===== src/rtl/temp_sampler_if.sv =====
// DRP request/response plus published temperature bundle between the sampler and its neighbours.
// The sampler drives the DRP as master; the XADC/consumer side uses the slave view.
interface temp_sampler_if;
   logic        enable;
   logic        drdy;
   logic [15:0] doData;
   logic        den;
   logic [6:0]  daddr;
   logic [11:0] digitalTemp;
   logic        ready;
   logic        fault;

   modport master (
      input  enable, drdy, doData,
      output den, daddr, digitalTemp, ready, fault
   );

   modport slave (
      output enable, drdy, doData,
      input  den, daddr, digitalTemp, ready, fault
   );
endinterface


===== src/rtl/temp_sampler.sv =====
// Periodic XADC temperature poller averaging 2^AVG_LOG2 reads; publishes one cycle after the final drdy.
// No backpressure: ticks landing outside IDLE are dropped, a missing drdy trips a sticky fault after TIMEOUT cycles.
module temp_sampler #(
   parameter int unsigned SAMPLE_DIV = 100000,
   parameter int unsigned AVG_LOG2   = 2,
   parameter logic [6:0]  DRP_ADDR   = 7'h00,
   parameter int unsigned TIMEOUT    = 255
) (
   input  logic            core_clk,
   input  logic            arst_n,
   temp_sampler_if.master  bus
);

   localparam int unsigned TICK_W = $clog2(SAMPLE_DIV);
   localparam int unsigned TO_W   = $clog2(TIMEOUT + 1);
   localparam int unsigned NSAMP  = 1 << AVG_LOG2;
   localparam int unsigned ACC_W  = 12 + AVG_LOG2;
   localparam int unsigned CNT_W  = AVG_LOG2 + 1;

   typedef enum logic [1:0] {
      S_IDLE = 2'd0,
      S_REQ  = 2'd1,
      S_WAIT = 2'd2
   } state_t;

   state_t              state_q, state_d;
   logic [TICK_W-1:0]   tick_cnt_q, tick_cnt_d;
   logic [TO_W-1:0]     to_cnt_q, to_cnt_d;
   logic [ACC_W-1:0]    acc_q, acc_d;
   logic [CNT_W-1:0]    smp_cnt_q, smp_cnt_d;
   logic [11:0]         temp_q, temp_d;
   logic                ready_q, ready_d;
   logic                fault_q, fault_d;
   logic                den_q, den_d;

   logic                tick;
   logic [11:0]         sample;
   logic [ACC_W-1:0]    sum;
   logic [ACC_W-1:0]    sum_sh;
   logic [3:0]          unused_dodata;

   assign sample        = bus.doData[15:4];
   assign unused_dodata = bus.doData[3:0];
   assign sum           = acc_q + ACC_W'(sample);
   assign sum_sh        = sum >> AVG_LOG2;

   always_comb begin
      tick_cnt_d = tick_cnt_q;
      tick       = 1'b0;
      if (!bus.enable) begin
         tick_cnt_d = '0;
      end else if (tick_cnt_q == TICK_W'(SAMPLE_DIV - 1)) begin
         tick       = 1'b1;
         tick_cnt_d = '0;
      end else begin
         tick_cnt_d = tick_cnt_q + 1'b1;
      end
   end

   always_comb begin
      state_d   = state_q;
      to_cnt_d  = to_cnt_q;
      acc_d     = acc_q;
      smp_cnt_d = smp_cnt_q;
      temp_d    = temp_q;
      ready_d   = ready_q;
      fault_d   = fault_q;
      den_d     = 1'b0;

      case (state_q)
         S_IDLE: begin
            if (!bus.enable) begin
               acc_d     = '0;
               smp_cnt_d = '0;
            end else if (tick) begin
               state_d = S_REQ;
               den_d   = 1'b1;
            end
         end
         S_REQ: begin
            // The den cycle itself counts, so fault lands exactly TIMEOUT cycles after den.
            to_cnt_d = TO_W'(1);
            state_d  = S_WAIT;
         end
         S_WAIT: begin
            if (bus.drdy) begin
               state_d = S_IDLE;
               if (smp_cnt_q == CNT_W'(NSAMP - 1)) begin
                  temp_d    = sum_sh[11:0];
                  ready_d   = 1'b1;
                  fault_d   = 1'b0;
                  acc_d     = '0;
                  smp_cnt_d = '0;
               end else begin
                  acc_d     = sum;
                  smp_cnt_d = smp_cnt_q + 1'b1;
               end
            end else if (to_cnt_q == TO_W'(TIMEOUT - 1)) begin
               state_d   = S_IDLE;
               fault_d   = 1'b1;
               ready_d   = 1'b0;
               acc_d     = '0;
               smp_cnt_d = '0;
            end else begin
               to_cnt_d = to_cnt_q + 1'b1;
            end
         end
         default: state_d = S_IDLE;
      endcase
   end

   always_ff @(posedge core_clk or negedge arst_n) begin
      if (!arst_n) begin
         state_q    <= S_IDLE;
         tick_cnt_q <= '0;
         to_cnt_q   <= '0;
         acc_q      <= '0;
         smp_cnt_q  <= '0;
         temp_q     <= '0;
         ready_q    <= 1'b0;
         fault_q    <= 1'b0;
         den_q      <= 1'b0;
      end else begin
         state_q    <= state_d;
         tick_cnt_q <= tick_cnt_d;
         to_cnt_q   <= to_cnt_d;
         acc_q      <= acc_d;
         smp_cnt_q  <= smp_cnt_d;
         temp_q     <= temp_d;
         ready_q    <= ready_d;
         fault_q    <= fault_d;
         den_q      <= den_d;
      end
   end

   assign bus.den         = den_q;
   assign bus.daddr       = DRP_ADDR;
   assign bus.digitalTemp = temp_q;
   assign bus.ready       = ready_q;
   assign bus.fault       = fault_q;

endmodule


===== src/flat_wrapper.sv =====
// flat-port wrapper written by rule: the top's interface ports become plain ports
module temp_sampler_flat 
#(
   parameter int unsigned SAMPLE_DIV = 100000,
   parameter int unsigned AVG_LOG2   = 2,
   parameter logic [6:0]  DRP_ADDR   = 7'h00,
   parameter int unsigned TIMEOUT    = 255
)
  (core_clk, arst_n, bus_enable, bus_drdy, bus_doData, bus_den, bus_daddr, bus_digitalTemp, bus_ready, bus_fault);
  temp_sampler_if bus_i ();
  input  logic core_clk;
  input  logic arst_n;
  input wire logic [$bits(bus_i.enable)-1:0] bus_enable;
  input wire logic [$bits(bus_i.drdy)-1:0] bus_drdy;
  input wire logic [$bits(bus_i.doData)-1:0] bus_doData;
  output wire logic [$bits(bus_i.den)-1:0] bus_den;
  output wire logic [$bits(bus_i.daddr)-1:0] bus_daddr;
  output wire logic [$bits(bus_i.digitalTemp)-1:0] bus_digitalTemp;
  output wire logic [$bits(bus_i.ready)-1:0] bus_ready;
  output wire logic [$bits(bus_i.fault)-1:0] bus_fault;
  assign bus_i.enable = bus_enable;
  assign bus_i.drdy = bus_drdy;
  assign bus_i.doData = bus_doData;
  assign bus_den = bus_i.den;
  assign bus_daddr = bus_i.daddr;
  assign bus_digitalTemp = bus_i.digitalTemp;
  assign bus_ready = bus_i.ready;
  assign bus_fault = bus_i.fault;
  temp_sampler #(.SAMPLE_DIV(SAMPLE_DIV), .AVG_LOG2(AVG_LOG2), .DRP_ADDR(DRP_ADDR), .TIMEOUT(TIMEOUT)) u_core (.core_clk(core_clk), .arst_n(arst_n), .bus(bus_i));
endmodule

===== config.mk =====
export PLATFORM = sky130hd
export DESIGN_NAME = temp_sampler_flat
export DESIGN_NICKNAME = d
export VERILOG_FILES = /design/src/rtl/temp_sampler_if.sv /design/src/rtl/temp_sampler.sv /design/src/flat_wrapper.sv
export SDC_FILE = /design/constraint.sdc
export NUM_CORES = 1
export LEC_CHECK = 0
export CORE_ASPECT_RATIO = 0.6
export CORE_UTILIZATION = 55
export DETAILED_ROUTE_END_ITERATION = 6
export GPL_ROUTABILITY_DRIVEN = 0
export PLACE_DENSITY = 0.88
export SKIP_LAST_GASP = 1
export SYNTH_ARGS = -nofsm -noshare
export SYNTH_HDL_FRONTEND = slang
export SYNTH_SLANG_ARGS = --single-unit

===== constraint.sdc =====
create_clock -name core_clk -period 2.46 [get_ports core_clk]
set_input_delay 0.738 -clock core_clk [delete_from_list [all_inputs] [get_ports core_clk]]
set_output_delay 0.738 -clock core_clk [all_outputs]
set_load 0.02 [all_outputs]

==> impl.org <==
** Die
- Horizontal die dimension :: 101 µm
- Die Y-Extent :: 61.1 µm
- In this run the core area contains 21 standard-cell rows.
- Core outline area :: 5600 µm²
- In this run the count of I/O pins placed on the die edge is 42.
- The die covers 6150 µm².
- The initial utilization of the core area, before any placement, comes to 0.573.

** Detailed routing
- After detailed routing, the average wire length per cell comes to 17.4 µm.
- Average via count per standard cell :: 5.67
- Drt total wl :: 8510 µm
- Met1 layer wirelength in the final routing :: 3730 µm
- Total length of routed met3 wires :: 513 µm
- Drt drc :: 0
- Via count :: 2774
- The count of nets left with antenna violations once routing finished came out at 0.
- Top routing layer used :: met4
- The first detailed-routing pass ran for 5 iterations.
- First-iteration detailed-routing DRC count :: 175
- Summed over all nets, wire length on met2 after detailed routing comes to 4030 µm.

** Final layout
- The number of antenna diodes in the final layout is 0.
- Final non-filler cell total :: 489
- Number of nets in the final layout :: 442
- Filler cell count :: 368
- Commonest cells after routing, fill and taps aside :: sky130_fd_sc_hd__dfrtp_1, sky130_fd_sc_hd__buf_4, sky130_fd_sc_hd__nand2_1
- Of the cells placed in the final design, the portion with a size suffix greater than 1 is 0.240.
- Area added between synthesis and finish :: 33.6%
- Measured on the finished design, the core utilization comes to 0.765.
- Commonest non-fill, non-tap cell in the layout :: sky130_fd_sc_hd__dfrtp_1

** Clocking
- Latest clock arrival within the worst-skew pair :: 0.34 ns
- Max clock buf depth :: 2
- TritonCTS built the clock tree.
- In this run the number of H-tree levels came out at 3.
- Master cell of the clock root buffer :: sky130_fd_sc_hd__clkbuf_8
- Reg clk slew, reported paths :: 0.07 ns
- CTS saw 59 sinks.
- Buffers inserted during clock tree synthesis total 9.

** GRT
- Wire length of the first global-routing pass :: 12600 µm
- The number of global-route vias before repair is 2704.
- The number of antenna violations at the first check in global routing came to 0.
- Entering global routing, the biggest net connects 60 pins.
- Global router's overall resource usage :: 0.275
- Total global routing overflow :: 0

** STA
- Static timing analysis puts the maximum clock frequency at 0.410 GHz.
- Final setup fails :: 0
- Across the routed clock network, the largest skew measured is 0.00907 ns.
- Hold timing on the final database bottoms out at a slack of 0.383 ns.
- Setup slack closes at 0.0181 ns.
- Post-route clock period utilization :: 0.993
- The smallest clock period supported by the final layout is computed as 2.44 ns.
- Slew Viols, Final :: 0
- The final hold violation count is 0.

** Worst setup path
- For the worst flop-to-flop path, the logic depth is 10.
- For the worst setup path, the data required time is 2.68 ns.
- Broken down by cell family, the worst path's largest delay share belongs to compound AO/OA/AOI/OAI gates.
- Category of the worst setup path capture point :: flop
- Tracing the worst setup path back leads to its startpoint at bus_doData[5].
- Critical Path Slowest Stage Cell :: sky130_fd_sc_hd__ha_1
- Crit path max fanout :: 3
- Cell-by-cell trace of the critical path :: dlygate4sd2_1 > buf_4 > ha_1 > a21oi_2 > o211ai_1 > buf_4 > a41o_1 > a21oi_2 > xnor2_1 > mux2_2
- Endpoint of the lowest-slack register-to-register path :: u_core.bus.digitalTemp[10]$_DFFE_PN0P_
- CP Launch Type :: input port
- Setup slack on the worst reg-to-reg path comes out at 0.23 ns.
- STA puts the critical path data arrival time at 2.66 ns.
- Category of the most critical setup path :: input port to flop
- Together, buffers and inverters on the worst path number 3.
- In this run the critical register-to-register path is launched from u_core.acc_q[0]$_DFFE_PN0P_.
- Delay of the slowest cell on the worst path :: 0.29 ns

** Outcome
- Run status :: completed

** Yosys
- Count of distinct cell types in the synthesized netlist :: 52
- Post-Synthesis Cells :: 326
- In this run the cell area of the synthesized design comes to 3210 µm².
- For this run, asynchronously set or reset flops after synthesis account for 1.00.
- Number of warnings printed during yosys synthesis :: 0
- Flip-flop cell with the highest count after synthesis :: sky130_fd_sc_hd__dfrtp_1
- In this run, synthesis inferred 0 flip-flops with an integrated enable.
- Counting flops and latches in the post-synthesis netlist gives 59.
- Synthesized area per cell :: 9.84 µm²
- The share of the Yosys chip area taken by registers is 0.460.

** Pwr
- Leakage power :: 0.00205 µW
- Across the VDD grid, the largest voltage drop is 0.500 mV.
- Power Dens Cells :: 510 nW/µm²

** Flow run
- # Max-Cap Violations :: 0

** Placed design
- Number of buffer cells added on primary ports :: 30
- Sum of net half-perimeters after detailed placement :: 5150 µm
- Pre-CTS worst setup slack :: -0.724 ns
- After detailed placement, the design holds a cell count of 464.

** Hold path
- The worst hold path belongs to the class input port to async pin.
cell type report:
type	count	area, µm²	area share
clock buffers	11	151	0.0353
clock inverters	4	73.8	0.0172
inverters	10	37.5	0.00876
multi-input cells	248	1780	0.415
flip-flops and latches	59	1480	0.345
well taps	80	100	0.0234
repair buffers	77	668	0.156
registers in the layout, summed over array words and instances (netlist names):
| register | flops |
|---|---|
| u_core.state_q | 2 |
| u_core.acc_q | 14 |
| u_core.to_cnt_q | 8 |
| u_core.bus.fault | 1 |
| u_core.bus.digitalTemp | 12 |
| u_core.bus.ready | 1 |
| u_core.tick_cnt_q | 17 |
| u_core.smp_cnt_q | 3 |
| u_core.bus.den | 1 |
how the worst max path moves through the flow:
stage	to	slack (ns)	depth (start not counted)
2_1_floorplan	u_core.acc_q[12]$_DFFE_PN0P_	0.003	9
3_3_place_gp	u_core.acc_q[12]$_DFFE_PN0P_	-0.59	10
3_5_place_dp	u_core.acc_q[12]$_DFFE_PN0P_	-0.72	10
4_1_cts	u_core.acc_q[12]$_DFFE_PN0P_	-0.06	9
5_1_grt	u_core.bus.digitalTemp[10]$_DFFE_PN0P_	-0.03	9
6_report	u_core.bus.digitalTemp[7]$_DFFE_PN0P_	0.02	10
where the power goes:
part / total (µW) / internal, µW / switching [µW]
sequential: 998 / 981 / 16.7
clock: 1020 / 620 / 400
combinational: 167 / 73.9 / 92.9
total: 2190 / 1680 / 510
synthesized netlist by cell type, drive strengths merged, types with 2 or more instances:
cell type | count | share of area
nor4 | 3 | 0.0059
or3 | 6 | 0.012
nor2b | 3 | 0.0059
o31ai | 4 | 0.011
a22o | 9 | 0.025
dfrtp | 59 | 0.46
nor3b | 3 | 0.0070
o21bai | 3 | 0.0070
inv | 10 | 0.012
xnor2 | 8 | 0.022
nand3 | 13 | 0.020
clkbuf | 5 | 0.0062
a21o | 2 | 0.0047
and2 | 4 | 0.0078
a21oi | 14 | 0.022
and3 | 5 | 0.0098
buf | 10 | 0.023
a211oi | 3 | 0.0070
o21a | 2 | 0.0047
mux2 | 5 | 0.019
o211ai | 4 | 0.0094
nand2b | 2 | 0.0039
nor4b | 2 | 0.0055
ha | 16 | 0.062
nand4 | 12 | 0.030
nor2 | 27 | 0.032
o21ai | 14 | 0.022
nor3 | 4 | 0.0062
nand2 | 43 | 0.050
xor2 | 17 | 0.046
kinds of logic (layout without fill, tap and decap cells):
kind of cell	Yosys count	after routing	share of synthesized area
buffers and inverters	25	102	0.0410
other	1	7	0.00117
DFF	59	59	0.460
muxes	6	6	0.0218
and+or+nand+nor	132	132	0.208
adders and majority gates	17	17	0.0687
xor gates and xnor gates	25	25	0.0683
AOI/OAI and AO/OA	61	61	0.130
through the flow:
stage	total power (µW)	TNS (ns)	instance area, µm²
after floorplan	1090	0	3230
after global placement	1160	-6.95	3820
after detailed placement	1170	-8.55	3820
after CTS	2180	-0.109	4140
after global routing	2270	-0.0843	4280
final	2190	0	4280
routing by layer:
| layer | up-vias | GRT usage |
|---|---|---|
| li1 | 1299 | - |
| met3 | 28 | 0.0897 |
| met2 | 118 | 0.448 |
| met4 | 0 | 0.104 |
| met1 | 1329 | 0.351 |
| met5 | - | 0 |
what timing repair did:
item | CTS | global route
pin swaps | 7 | 16
setup endpoints to repair | 15 | 17
buffers inserted | 6 | 4
hold buffers | 0 | 0
resized for setup | 15 | 22
Power figures use the tool's default switching activity.
==> RTL change 1, RTL diff (same settings) <==
Re-encode `state_t` (3 states) as one-hot, 3 bits wide.
--- a/src/rtl/temp_sampler.sv
+++ b/src/rtl/temp_sampler.sv
@@ -17,10 +17,10 @@
    localparam int unsigned ACC_W  = 12 + AVG_LOG2;
    localparam int unsigned CNT_W  = AVG_LOG2 + 1;
 
-   typedef enum logic [1:0] {
-      S_IDLE = 2'd0,
-      S_REQ  = 2'd1,
-      S_WAIT = 2'd2
+   typedef enum logic [2:0] {
+      S_IDLE = 3'b001,
+      S_REQ  = 3'b010,
+      S_WAIT = 3'b100
    } state_t;
 
    state_t              state_q, state_d;
Function: no difference found for any inputs over 10 cycles, from zero or initial values and one cycle with arst_n low; not proved beyond that.
==> RTL change 1 against the unedited design <==
  * Hold slack got worse by 0.0031 ns
  * Maximum frequency rose by 1.6%
  * Setup slack improved by 0.037 ns
  * Die area rose by 3.9%
  * Cell area fell by 1.8%
  * Sequential share of layout area rose by 1.3 points
  * Total power fell by 0.93%
  * Sequential cell count rose by 1
  * Sequential power barely moved
  * Wire length fell by 11%
  * Area after synthesis rose by 4.0%
  * Critical path depth fell by 2
  * Critical path type unchanged
  * Critical endpoint unchanged
  * Largest power group unchanged
==> RTL change 1: results (changes against the unedited design) <==
outcome: "finished clean"
drt_wl_total_um: 7600  # -11%
syn-instance-count: 332  # +1.8%
post_cts_buffers: 2  # -4
ir_worst_vdd_mv: 0.296  # -41%
n_fill_cell: 386  # +4.9%
grt_max_degree: 61  # +1.7%
fin_crit_ns: 2.40  # -0.0374 ns
p_leak_uw: 0.00196  # -4.5%
netlist.area_leader.share_pct: 44.3  # -1.8 points
via_per_inst: 5.58  # -1.7%
nets: 433  # -2.0%
r2r_slack_ns: 0.32  # +0.09 ns
reg2reg_depth: 9  # -1
cts_resized: 5  # -10
worstSetupStartpoint: "bus_doData[7]"
drt-initial-drc-count: 147  # -16%
grt_pass1_wl_um: 12700  # +1.2%
post_drt_wl_per_cell_um: 15.8  # -9.0%
placed_cell_area_um2: 3900  # +2.1%
yosysUniqueCellTypes: 59  # +13%
grt_pass1_vias: 2678  # -0.96%
seq_area_um2: 1500  # +1.8%
skew_ns: 0.00932  # +0.000247 ns
dr.pass1.iters: 4  # -1
placed_cells: 463  # -0.22%
cp_max_fo: 2  # -1
grt_usage_pct: 27.0  # -0.46 points
worstPathArrival_ns: 2.64  # -0.02 ns
hpwlAfterDp_um: 5260  # +2.2%
synth_common_cells: "59 x dfrtp_1, 47 x nor2_1, 29 x nand2_1"
dp_slack_ns: -0.623  # +0.101 ns
synth_area_leaders: "dfrtp_1 44%, ha_1 6.0%, nor2_1 5.3%"
ys.flop_type: "dfrtp_1"
-- RTL change 1: power by group --
| part | internal, uW | switching, uW | leakage [uW] |
|---|---|---|---|
| sequential | 992 | 7.60 | 0.000833 |
| combinational | 63.9 | 87.6 | 0.00101 |
| clock | 618 | 396 | 0.000111 |
-- RTL change 1: cell type report --
type	instances	area share (%)
Inverter	10	0.893
Timing Repair Buffer	62	13.4
Clock buffer	11	3.60
Multi-Input combinational cell	253	42.2
Tap cell	80	2.38
Clock inverter	4	1.73
Sequential cell	60	35.7
-- RTL change 1: how the worst min path moves through the flow --
stage                                    end  slack, ns
final                     u_core.to_cnt_q[6]       0.38
after global routing      u_core.to_cnt_q[6]       0.41
after CTS                 u_core.to_cnt_q[6]       0.39
after detailed placement    u_core.bus.fault       0.47
after global placement      u_core.bus.ready       0.46
after floorplan              u_core.acc_q[0]       0.44
-- RTL change 1: cells by family after synthesis --
kind of cell             count (synthesis)  synth area share [%]
AND/OR/NAND/NOR                        133                  20.7
flip-flops                              60                  45.0
AO/OA/AOI/OAI                           56                  12.2
XOR/XNOR                                31                  8.14
buffers and inverters                   25                  4.20
adder cells (fa/ha/maj)                 17                  6.60
multiplexers                             9                  3.00
other                                    1                 0.112
-- RTL change 1: per-layer routing --
layer  vias to the layer above  GRT usage (%)  routed length, um  share of wire (%)
met5                         -              0                  0                  0
met4                         0           10.0                106                1.4
met3                        12           7.66                394                5.2
met2                        80           41.0               3520                 46
met1                      1320           36.8               3580                 47
li1                       1266              -                  -                  -
-- RTL change 1: worst max-delay path, cell delays in order --
cell and delay, ns:
clkdlybuf4s50_1 0.41, ha_2 0.20, a21o_1 0.21, a31o_1 0.22
o211ai_2 0.29, nand2_2 0.13, xor2_1 0.17, mux2_2 0.26
==> RTL change 2, RTL diff (config.mk and constraints unchanged) <==
Made on the original files. `AVG_LOG2` is set to 2 in 2 places; all go to 1. Comments in the files are not updated.
--- a/src/rtl/temp_sampler.sv
+++ b/src/rtl/temp_sampler.sv
@@ -2,7 +2,7 @@
 // No backpressure: ticks landing outside IDLE are dropped, a missing drdy trips a sticky fault after TIMEOUT cycles.
 module temp_sampler #(
    parameter int unsigned SAMPLE_DIV = 100000,
-   parameter int unsigned AVG_LOG2   = 2,
+   parameter int unsigned AVG_LOG2   = 1,
    parameter logic [6:0]  DRP_ADDR   = 7'h00,
    parameter int unsigned TIMEOUT    = 255
 ) (
--- a/src/flat_wrapper.sv
+++ b/src/flat_wrapper.sv
@@ -2,7 +2,7 @@
 module temp_sampler_flat 
 #(
    parameter int unsigned SAMPLE_DIV = 100000,
-   parameter int unsigned AVG_LOG2   = 2,
+   parameter int unsigned AVG_LOG2   = 1,
    parameter logic [6:0]  DRP_ADDR   = 7'h00,
    parameter int unsigned TIMEOUT    = 255
 )
Function: no difference found for any inputs over 10 cycles, from zero or initial values and one cycle with arst_n low; that may be too few to reach the edited logic, so the function may still have changed.
==> RTL change 2 against the unedited design <==
  * The run now ends with design-rule violations left
  * Combinational power shrank 2%
  * Cell area shrank 9.7%
  * Synthesized cell count shrank 9.8%
  * Count of clock-buffer cells in the layout grew 2
  * Area after synthesis shrank 5.8%
  * Maximum frequency grew 0.86%
  * Global-route usage shrank 0.066 points
  * Sequential cell count shrank 2
  * Clock skew shrank 0.0014 ns
  * Total power shrank 13%
  * Setup slack gained 0.021 ns
  * Cell count shrank 13%
  * Wire length shrank 17%
  * Sequential share of layout area grew 2.4 points
  * Critical endpoint is now u_core.bus.digitalTemp[9]
  * Largest power group is now sequential cells
==> RTL change 2: results (changes against the unedited design) <==
drt_wl_total_um: 7040  # -17%
placed_cells: 407  # -12%
skew_ns: 0.00769  # -0.00138 ns
reg2reg_depth: 7  # -3
r2r_slack_ns: 0.41  # +0.18 ns
relSlewSlack_pct: 53.5
wl_met1_um: 3390  # -9.3%
violations: "design-rule violations"
utilization_pct: 74.7  # -1.8 points
hpwlAfterDp_um: 4840  # -5.9%
dr.pass1.iters: 7  # +2
n_fill_cell: 360  # -2.2%
hold-worst-slack_ns: 0.373  # -0.0103 ns
nets: 392  # -11%
p_leak_uw: 0.00183  # -11%
route.met2.wl_um: 3190  # -21%
worstPathArrival_ns: 2.67  # about the same
via_per_inst: 5.74  # +1.2%
grt_pass1_wl_um: 12000  # -4.6%
outcome: "complete, but fails checks"
synth_area_leaders: "dfrtp_1 47%, ha_1 6.2%, xor2_1 4.6%"
grt_max_degree: 58  # -3.3%
final_layout_size_suffix_gt1_share_pct: 20.2  # -3.7 points
seq_area_frac_synth_pct: 47.2  # +1.2 points
antenna_found_initial: 0  # unchanged
power_uw: 1900  # -13%
synth_common_cells: "57 x dfrtp_1, 36 x nand2_1, 25 x nor2_1"
yosysUniqueCellTypes: 49  # -5.8%
placed_cell_area_um2: 3530  # -7.6%
drt-initial-drc-count: 120  # -31%
ir_worst_vdd_mv: 0.306  # -39%
drc: 4  # +4
-- RTL change 2: worst max-delay path by stage --
stage	from	endpoint	cells past startpoint
2_1_floorplan	bus_doData[4]	u_core.bus.digitalTemp[11]	8
3_3_place_gp	bus_doData[4]	u_core.bus.digitalTemp[11]	10
3_5_place_dp	bus_doData[4]	u_core.bus.digitalTemp[7]	10
4_1_cts	bus_doData[6]	u_core.bus.digitalTemp[10]	7
5_1_grt	bus_doData[9]	u_core.bus.digitalTemp[9]	8
6_report	bus_doData[9]	u_core.bus.digitalTemp[9]	8
-- RTL change 2: logic make-up (layout without fill, tap and decap cells) --
logic type               Yosys count  count (layout)  share of synthesized area (%)
AO/OA/AOI/OAI                     57              57                           13.5
XOR/XNOR                          28              28                           8.12
adder cells (fa/ha/maj)           16              16                           6.87
buffers and inverters             18              79                           3.27
flip-flops                        57              57                           47.2
multiplexers                       7               7                           2.61
other                              1               7                          0.124
AND/OR/NAND/NOR                  110             110                           18.3
-- RTL change 2: where the power goes --
group          switching [uW]  internal, uW
combinational            91.6          71.8
clock                     361           415
sequential               13.4           951
-- RTL change 2: area by class of cell --
| cell class | count | area share, % |
|---|---|---|
| clock buffers | 13 | 4.11 |
| clock inverters | 3 | 0.388 |
| inverters | 6 | 0.582 |
| well taps | 66 | 2.13 |
| repair buffers | 57 | 13.4 |
| flip-flops and latches | 57 | 36.9 |
| multi-input cells | 225 | 42.5 |
-- RTL change 2: routing by layer --
| layer | global-route usage (%) | vias up |
|---|---|---|
| met1 | 36.6 | 1208 |
| met5 | 0 | - |
| met4 | 11.3 | 0 |
| met3 | 7.08 | 12 |
| met2 | 43.6 | 72 |
| li1 | - | 1159 |
-- RTL change 2: what timing repair did --
item,4_1_cts,5_1_grt
setup endpoints to repair,13,2
buffers inserted,3,1
pin swaps,10,6
gates resized for setup,22,5
-- RTL change 2: stage by stage --
| stage | setup slack (ns) | TNS, ns |
|---|---|---|
| final | 0.0390 | 0 |
| after global routing | 0.00656 | 0 |
| after CTS | 0.0107 | 0 |
| after detailed placement | -0.618 | -7.18 |
| after global placement | -0.529 | -5.80 |
| after floorplan | 0.0594 | 0 |
-- RTL change 2: worst max-delay path, cell delays in order --
cell and delay [ns]:
clkdlybuf4s50_1 0.41, ha_1 0.36, a21oi_1 0.26, nand2_1 0.17, buf_4 0.18, o2111ai_4 0.20
a21oi_2 0.10, o31ai_2 0.25
